[config.mk]
export PLATFORM = sky130hd
export DESIGN_NAME = nbit_logic_unit_seq
export DESIGN_NICKNAME = d
export VERILOG_FILES = /design/src/rtl/nbit_logic_pkg.sv /design/src/rtl/nbit_logic_slice.sv /design/src/rtl/nbit_logic_unit_seq.sv
export SDC_FILE = /design/constraint.sdc
export NUM_CORES = 1
export LEC_CHECK = 0
export CAP_MARGIN = 20
export CORE_UTILIZATION = 32
export DETAILED_ROUTE_END_ITERATION = 12
export SLEW_MARGIN = 0
export SYNTH_ARGS = -nofsm -noshare
export SYNTH_HDL_FRONTEND = slang
export SYNTH_SLANG_ARGS = --single-unit
[constraint.sdc]
create_clock -name clk -period 4.6 [get_ports clk]
set_input_delay 0.92 -clock clk [delete_from_list [all_inputs] [get_ports clk]]
set_output_delay 0.92 -clock clk [all_outputs]
set_load 0.01 [all_outputs]
[src/rtl/nbit_logic_pkg.sv]
// Shared opcode constants and FSM state encoding for the sequential N-bit logic unit.
package nbit_logic_pkg;

  localparam logic [2:0] OP_AND  = 3'b000;
  localparam logic [2:0] OP_OR   = 3'b001;
  localparam logic [2:0] OP_XOR  = 3'b010;
  localparam logic [2:0] OP_NAND = 3'b011;
  localparam logic [2:0] OP_NOR  = 3'b100;
  localparam logic [2:0] OP_XNOR = 3'b101;
  localparam logic [2:0] OP_NOT  = 3'b110;
  localparam logic [2:0] OP_PASS = 3'b111;

  typedef enum logic [1:0] {
    ST_IDLE = 2'd0,
    ST_BUSY = 2'd1,
    ST_DONE = 2'd2
  } state_t;

endpackage

[src/rtl/nbit_logic_slice.sv]
// Combinational W-bit bitwise operation unit; one slice of the sequential logic unit.
module nbit_logic_slice
  import nbit_logic_pkg::*;
#(
  parameter int W = 8
) (
  input  logic [W-1:0] a,
  input  logic [W-1:0] b,
  input  logic [2:0]   op,
  output logic [W-1:0] y
);

  always_comb begin
    y = '0;
    case (op)
      OP_AND:  y = a & b;
      OP_OR:   y = a | b;
      OP_XOR:  y = a ^ b;
      OP_NAND: y = ~(a & b);
      OP_NOR:  y = ~(a | b);
      OP_XNOR: y = ~(a ^ b);
      OP_NOT:  y = ~a;
      OP_PASS: y = a;
      default: y = '0;
    endcase
  end

endmodule

[src/rtl/nbit_logic_unit_seq.sv]
// Multi-cycle N-bit logic unit: CHUNK bits per BUSY cycle, result held behind valid/ready.
// Optional zero_flag output enabled by defining NBIT_LOGIC_ZERO_FLAG_EN.
module nbit_logic_unit_seq
  import nbit_logic_pkg::*;
#(
  parameter int N     = 32,
  parameter int CHUNK = 8
) (
  input  logic         clk,
  input  logic         rst_n,
  input  logic         in_valid,
  output logic         in_ready,
  input  logic [2:0]   op_sel,
  input  logic [N-1:0] in1_val,
  input  logic [N-1:0] in2_val,
  output logic         out_valid,
  input  logic         out_ready,
  output logic [N-1:0] out_val
`ifdef NBIT_LOGIC_ZERO_FLAG_EN
  ,
  output logic         zero_flag
`endif
);

  localparam int NCH   = N / CHUNK;
  localparam int IDX_W = (NCH > 1) ? $clog2(NCH) : 1;
  localparam logic [IDX_W-1:0] LAST_IDX = IDX_W'(NCH - 1);

  if ((CHUNK < 1) || (CHUNK > N) || ((N % CHUNK) != 0)) begin : g_param_err
    $error("nbit_logic_unit_seq: N must be a multiple of CHUNK and 1 <= CHUNK <= N");
  end

  state_t           state_q, state_d;
  logic [IDX_W-1:0] idx_q, idx_d;
  logic [N-1:0]     a_q, a_d;
  logic [N-1:0]     b_q, b_d;
  logic [2:0]       op_q, op_d;
  logic [N-1:0]     res_q, res_d;
  logic [CHUNK-1:0] a_sl, b_sl, y_sl;

`ifdef NBIT_LOGIC_ZERO_FLAG_EN
  logic zero_q, zero_d;
  assign zero_flag = zero_q;
`endif

  assign a_sl = a_q[int'(idx_q) * CHUNK +: CHUNK];
  assign b_sl = b_q[int'(idx_q) * CHUNK +: CHUNK];

  nbit_logic_slice #(.W(CHUNK)) u_slice (
    .a  (a_sl),
    .b  (b_sl),
    .op (op_q),
    .y  (y_sl)
  );

  assign in_ready  = (state_q == ST_IDLE);
  assign out_valid = (state_q == ST_DONE);
  assign out_val   = res_q;

  always_comb begin
    state_d = state_q;
    idx_d   = idx_q;
    a_d     = a_q;
    b_d     = b_q;
    op_d    = op_q;
    res_d   = res_q;
`ifdef NBIT_LOGIC_ZERO_FLAG_EN
    zero_d  = zero_q;
`endif
    case (state_q)
      ST_IDLE: begin
        if (in_valid) begin
          a_d     = in1_val;
          b_d     = in2_val;
          op_d    = op_sel;
          idx_d   = '0;
          state_d = ST_BUSY;
`ifdef NBIT_LOGIC_ZERO_FLAG_EN
          zero_d  = 1'b1;
`endif
        end
      end
      ST_BUSY: begin
        res_d[int'(idx_q) * CHUNK +: CHUNK] = y_sl;
`ifdef NBIT_LOGIC_ZERO_FLAG_EN
        // Folded one slice at a time so the flag never needs a full-width reduction.
        zero_d = zero_q & ~(|y_sl);
`endif
        if (idx_q == LAST_IDX) begin
          idx_d   = '0;
          state_d = ST_DONE;
        end else begin
          idx_d = idx_q + 1'b1;
        end
      end
      ST_DONE: begin
        if (out_ready) state_d = ST_IDLE;
      end
      default: state_d = ST_IDLE;
    endcase
  end

  always_ff @(posedge clk or negedge rst_n) begin
    if (!rst_n) begin
      state_q <= ST_IDLE;
      idx_q   <= '0;
      a_q     <= '0;
      b_q     <= '0;
      op_q    <= '0;
      res_q   <= '0;
`ifdef NBIT_LOGIC_ZERO_FLAG_EN
      zero_q  <= 1'b0;
`endif
    end else begin
      state_q <= state_d;
      idx_q   <= idx_d;
      a_q     <= a_d;
      b_q     <= b_d;
      op_q    <= op_d;
      res_q   <= res_d;
`ifdef NBIT_LOGIC_ZERO_FLAG_EN
      zero_q  <= zero_d;
`endif
    end
  end

endmodule
==> out/metrics.cfg, run 1 <==
[outcome]
status = completed

[place]
dp_slack_ns = 1.709
gp_congestion = 0.7942
portBuffers = 104
dp_cells = 796
hpwl_microns = 10390
placed_cell_area_sq_mm = 0.006805

[sta]
setup_viol = 0
min_period_over_period_pct = 62.62
hold_viol = 0
rsz0062_at_grt = no
clock.fmax_mhz = 347.1
slew_headroom_pct = 47.20
drv_slew = 0
fin_crit_ns = 2.881
max_slew.worst_pin.slew_ns = 0.7920
setup-tns-final_ns = 0
setup_ws_ns = 1.719
clock_skew_ns = 0.008773

[global_routing]
antenna_found_initial = 0
grt_overflow_total = 0
grt_pass1_vias = 4264
grt.total_usage_pct = 16.67
grt_pass1_wl_microns = 23010
grt_max_degree = 82

[synth]
synth.distinct_cells = 39
synth_flop_cell = dfrtp_1
ys_seq_area_share_pct = 46.05
syn-cell-area_sq_mm = 0.005597
syn-instance-count = 494
synthTopCellsByArea = dfrtp_1 46%, mux2_2 11%, mux2i_1 5.9%
syn_nets = 587
synth_most_common_cell = dfrtp_1
synth_top_area_cell = dfrtp_1
synth_enable_flop_cells = 0
yosys-top-cells-count = 103 x dfrtp_1, 60 x nand2_1, 55 x mux2_2
synthArstFlopShare_pct = 100.0
synth-seq-cells = 103
syn_avg_cell_area_sq_um = 11.33
synth_top_cell_area_share_pct = 46.05
ys_warn_count = 0

[drt]
drt-total-wl_microns = 14170
via_count = 4120
routed_via_density = 5.061
drtAntennaViolNets = 0
firstDrtPassIters = 4
route.detailed.drc = 0
dr.first_iter.drc_count = 261
wl_per_cell_microns = 17.41

[setup_path]
critPathLaunch = idx_q[1]$_DFFE_PN0P_
critical_path_class = reg2reg
path_cells = buf_4 > mux2_2 > o21ai_0 > inv_1 > ha_1 > nor3b_1 > o21ai_0 > o2111ai_1 > o22ai_2 > o21ai_1
path_max_fanout = 24
crit_path_max_incr_delay_ns = 0.44
reg2reg_from = idx_q[1]$_DFFE_PN0P_
crit_required_ns = 4.87
path_common_cell = o21ai_0
cp_data_arrival_time_ns = 3.15
cp-start-kind = flop
cpMaxStageDelayCell = dfrtp_1
end_kind = flop

[pwr]
switchingPower_mw = 2.421
p_per_area_mw_per_mm2 = 799.0
switching_share_pct = 42.15
internal_power_mw = 3.323
peakVddDrop_v = 0.0003028
power_frac_seq_pct = 28.8
pwr-share-clk_pct = 14.6
p_leak_nw = 3.037
power_frac_comb_pct = 56.6

[finish]
seqCellArea_sq_mm = 0.002577
multi_input_area_sq_mm = 0.002779
nNetsFinal = 682
finalNonFillerCells = 814
drive_gt1_share_pct = 18.86
antenna_cells = 0
syn_to_final_growth_pct = 28.46
num-fill-cells = 1600
fin_area_sq_mm = 0.007189

[floorplanning]
dieArea_sq_mm = 0.01802
io_pins = 105
core_sq_mm = 0.01682
start_util_pct = 33.28
fp-row-count = 47
dieWidth_microns = 134.2
die_h_microns = 134.2

[hold_path]
hold_class = in2async

[clocking]
cts_resized = 0
cts_tree = yes
cts-root-buf = clkbuf_16
postCtsHoldBufs = 0
clk_latency_ns = 0.36
cts.sinks = 103
cts_buffers = 9
cts_buffer_depth = 2
clkTransAtPathRegs_ns = 0.07
cts_setup_buffers = 0
cts_max_level = 3

[run]
drv_cap = 0

## layer usage
layer / track usage, % / vias to the layer above / share of wire [%]
li1: - / 1954 / -
met2: 26.68 / 116 / 46
met5: 0 / - / 0
met1: 22.34 / 2033 / 47
met4: 4.994 / 0 / 1.6
met3: 3.968 / 17 / 4.6
## layout make-up
cell class / count / share of cell area (%)
multi-input cells: 339 / 38.65
flip-flops and latches: 103 / 35.85
repair buffers: 112 / 15.84
well taps: 220 / 3.829
clock buffers: 9 / 3.133
clock inverters: 7 / 1.444
inverters: 24 / 1.253
## critical path: cells and delay by family, from the launching register on
family | cells | cell delay (ns)
AND/OR/NAND/NOR | 1 | 0.26
adder cells (fa/ha/maj) | 1 | 0.26
AO/OA/AOI/OAI | 5 | 0.90
flip-flops | 1 | 0.44
multiplexers | 1 | 0.41
buffers and inverters | 2 | 0.50
## worst paths after layout
check                                               end  slack [ns]  cells past startpoint
worst max-delay path            out_val[18]$_DFFE_PN0P_        1.72                     10
worst min-delay path                b_q[28]$_DFFE_PN0P_        0.48                      1
worst max register to register  out_val[18]$_DFFE_PN0P_        1.72                     10
worst min register to register   out_val[7]$_DFFE_PN0P_        0.48                      2
max in group asynchronous            a_q[7]$_DFFE_PN0P_        3.48                      2
min in group clk                 out_val[7]$_DFFE_PN0P_        0.48                      2
## through the flow
stage	hold slack (ns)	total power, mW	utilization [%]
final	0.4776	5.744	42.75
after global routing	0.4910	6.170	42.75
after CTS	0.4884	5.755	42.42
after detailed placement	0.4709	4.898	40.46
after global placement	0.4636	4.707	40.46
after floorplan	0.4532	3.918	-
## sequential cells by signal, indices dropped and copies added (netlist names)
register / count
a_q: 32
b_q: 32
idx_q: 2
op_q: 3
out_val: 32
state_q: 2
## placed cells by master (no fill, tap or decap), types with 5 or more instances in the layout
cell             netlist  final
a21oi_1               15     15
buf_4                  2      7
clkbuf_16              0      9
clkdlybuf4s50_1        0    103
dfrtp_1              103    103
ha_1                  22     22
inv_1                 23     23
mux2_1                18     18
mux2_2                55     55
mux2i_1               33     33
mux4_2                 8      8
nand2_1               60     60
nor2_1                16     16
nor2b_1                5      5
nor3b_1               16     16
o2111ai_1              8      8
o21ai_0               20     20
o21ai_1               24     24
o21ai_2                8      8
o22ai_2                8      8
## kinds of logic after synthesis
| family | Yosys count | share of synthesized area, % |
|---|---|---|
| mux | 115 | 24.08 |
| fa+ha+maj | 22 | 4.918 |
| compound gates | 91 | 10.78 |
| flops | 103 | 46.05 |
| simple gates | 111 | 9.860 |
| buf+inv | 52 | 4.315 |
## power by group through the flow
stage	sequential (mW)	combinational [mW]	clock [mW]
after floorplan	1.55	2.37	0
after detailed placement	1.72	3.18	0
final	1.65	3.25	0.836
after CTS	1.70	3.20	0.861
after global placement	1.69	3.02	0
after global routing	1.72	3.56	0.894
(Power assumes the default switching activity.)
==> run 2: changes to the inputs <==
clock period = 2.6 ns   (was 4.6 ns; I/O delays follow)
==> run 2 against run 1 <==
Effect of this change: via count up 1.1%; utilization up 0.70 points; clock power is 67% higher; largest cell class unchanged; largest power group unchanged.
==> out/metrics.cfg, run 2 (synthesis results as in run 1) <==
[outcome]
status = completed

[clocking]
cts_buffer_depth = 2
cts_max_level = 3
clkTransAtPathRegs_ns = 0.07
cts-root-buf = clkbuf_16
cts.sinks = 103
postCtsHoldBufs = 0
cts_buffers = 9
clk_latency_ns = 0.36
cts_tree = yes

[pwr]
p_leak_nw = 3.090
pwr-share-clk_pct = 13.5
p_per_area_mw_per_mm2 = 1422
switchingPower_mw = 4.348
internal_power_mw = 6.045
power_frac_seq_pct = 27.3
power_frac_comb_pct = 59.2
peakVddDrop_v = 0.0006179
switching_share_pct = 41.84

[finish]
nNetsFinal = 691
utilization_pct = 43.45
fin_area_sq_mm = 0.007307
layout_common_cells = 103 x clkdlybuf4s50_1, 101 x dfrtp_1, 60 x nand2_1, 55 x mux2_2, 31 x mux2i_1
layout_commonest_cell = clkdlybuf4s50_1
antenna_cells = 0
drive_gt1_share_pct = 20.73
syn_to_final_growth_pct = 30.56
finalNonFillerCells = 823

[setup_path]
reg2reg_slack_ns = 0.11
reg2reg_from = idx_q[1]$_DFFE_PN0P_
crit_required_ns = 2.83
end_kind = flop
critical_path_class = reg2reg
critPathLaunch = idx_q[1]$_DFFE_PN0P_
r2r_end = out_val[22]$_DFFE_PN0P_
reg2reg_depth = 9
path_max_fanout = 11
endpoint = out_val[22]$_DFFE_PN0P_
cp_data_arrival_time_ns = 2.72
cp-start-kind = flop

[run]
drv_cap = 0

[place]
placed_cell_area_sq_mm = 0.006908
hpwl_microns = 10080
portBuffers = 104
dp_cells = 803
gp_congestion = 0.8412
dp_slack_ns = 0.09336

[global_routing]
grt_pass1_vias = 4362
grt_max_degree = 69
grt_pass1_wl_microns = 22900
grt_overflow_total = 0
grt.total_usage_pct = 16.42
antenna_found_initial = 0

[drt]
routed_via_density = 5.060
drtAntennaViolNets = 0
dr.first_iter.drc_count = 236
route.detailed.drc = 0
firstDrtPassIters = 4
drt-total-wl_microns = 14230
via_count = 4164
wl_per_cell_microns = 17.28

[sta]
rsz0062_at_grt = yes
min_period_over_period_pct = 95.79
slew_headroom_pct = 54.85
clock.fmax_mhz = 401.5
setup-tns-final_ns = 0
hold_viol = 0
setup_viol = 0
fin_crit_ns = 2.491
setup_ws_ns = 0.1094
max_slew.worst_pin.slew_ns = 0.6742
clock_skew_ns = 0.01059
drv_slew = 0

[hold_path]
hold_class = in2async

[floorplanning]
core_sq_mm = 0.01682
dieArea_sq_mm = 0.01802
start_util_pct = 33.28
dieWidth_microns = 134.2
io_pins = 105
fp-row-count = 47
die_h_microns = 134.2

## run 2: cell count changes in the layout (fill, tap and decap cells not counted), sizes merged
cell | previous run | this run
buf | 9 | 16
bufinv | 2 | 1
clkbuf | 9 | 13
clkinvlp | 2 | 0
inv | 26 | 27
## run 2: how the worst min path moves through the flow
stage               slack, ns  depth (start not counted)                 endpoint
floorplan                0.22                          0       a_q[0]$_DFFE_PN0P_
global placement         0.42                          1   out_val[0]$_DFFE_PN0P_
detailed placement       0.43                          1   out_val[1]$_DFFE_PN0P_
CTS                      0.05                          1  out_val[23]$_DFFE_PN0P_
global route             0.06                          1  out_val[15]$_DFFE_PN0P_
finish                   0.05                          1  out_val[23]$_DFFE_PN0P_
## run 2: worst max-delay path: stages (launching register included)
cell	delay (ns)
dfrtp_2	0.44
buf_12	0.17
mux2_2	0.37
o21ai_1	0.21
ha_1	0.28
nor2b_1	0.15
nor2_1	0.11
o2111ai_1	0.15
o22ai_2	0.35
o21ai_1	0.12
## run 2: what timing repair did
action | in CTS | in global routing
endpoints found under the hold margin | 0 | 0
setup buffers | 0 | 2
gates resized for setup | 0 | 14
setup endpoints to repair | 0 | 25
## run 2: layout make-up
cell class | instances | area, sq um
timing repair buffer | 121 | 1251
tap | 220 | 275.3
inverter | 24 | 90.09
sequential | 103 | 2580
clock buffer | 11 | 242.7
multi-input combinational | 339 | 2806
clock inverter | 5 | 61.31
fill | 1590 | 9512
## run 2: power groups by stage
stage	combinational, mW	clock [mW]	sequential [mW]
after floorplan	4.19	0	2.74
after global placement	5.62	0	2.83
after detailed placement	5.89	0	2.85
after CTS	5.91	1.43	2.82
after global routing	6.74	1.51	2.94
final	6.15	1.40	2.84
## run 2: stage by stage
| stage | total power [mW] | hold WS, ns |
|---|---|---|
| after floorplan | 6.933 | 0.2244 |
| after global placement | 8.447 | 0.4183 |
| after detailed placement | 8.734 | 0.4282 |
| after CTS | 10.16 | 0.04729 |
| after global routing | 11.19 | 0.05817 |
| final | 10.39 | 0.04814 |
## run 2: routing by layer
layer  up-vias  share of wire, %  global-route usage, %
li1       1966                 -                      -
met1      2064                47                  21.58
met2       120                47                  26.31
met3        14               6.0                  4.913
met4         0              0.86                  4.245
met5         -                 0                      0
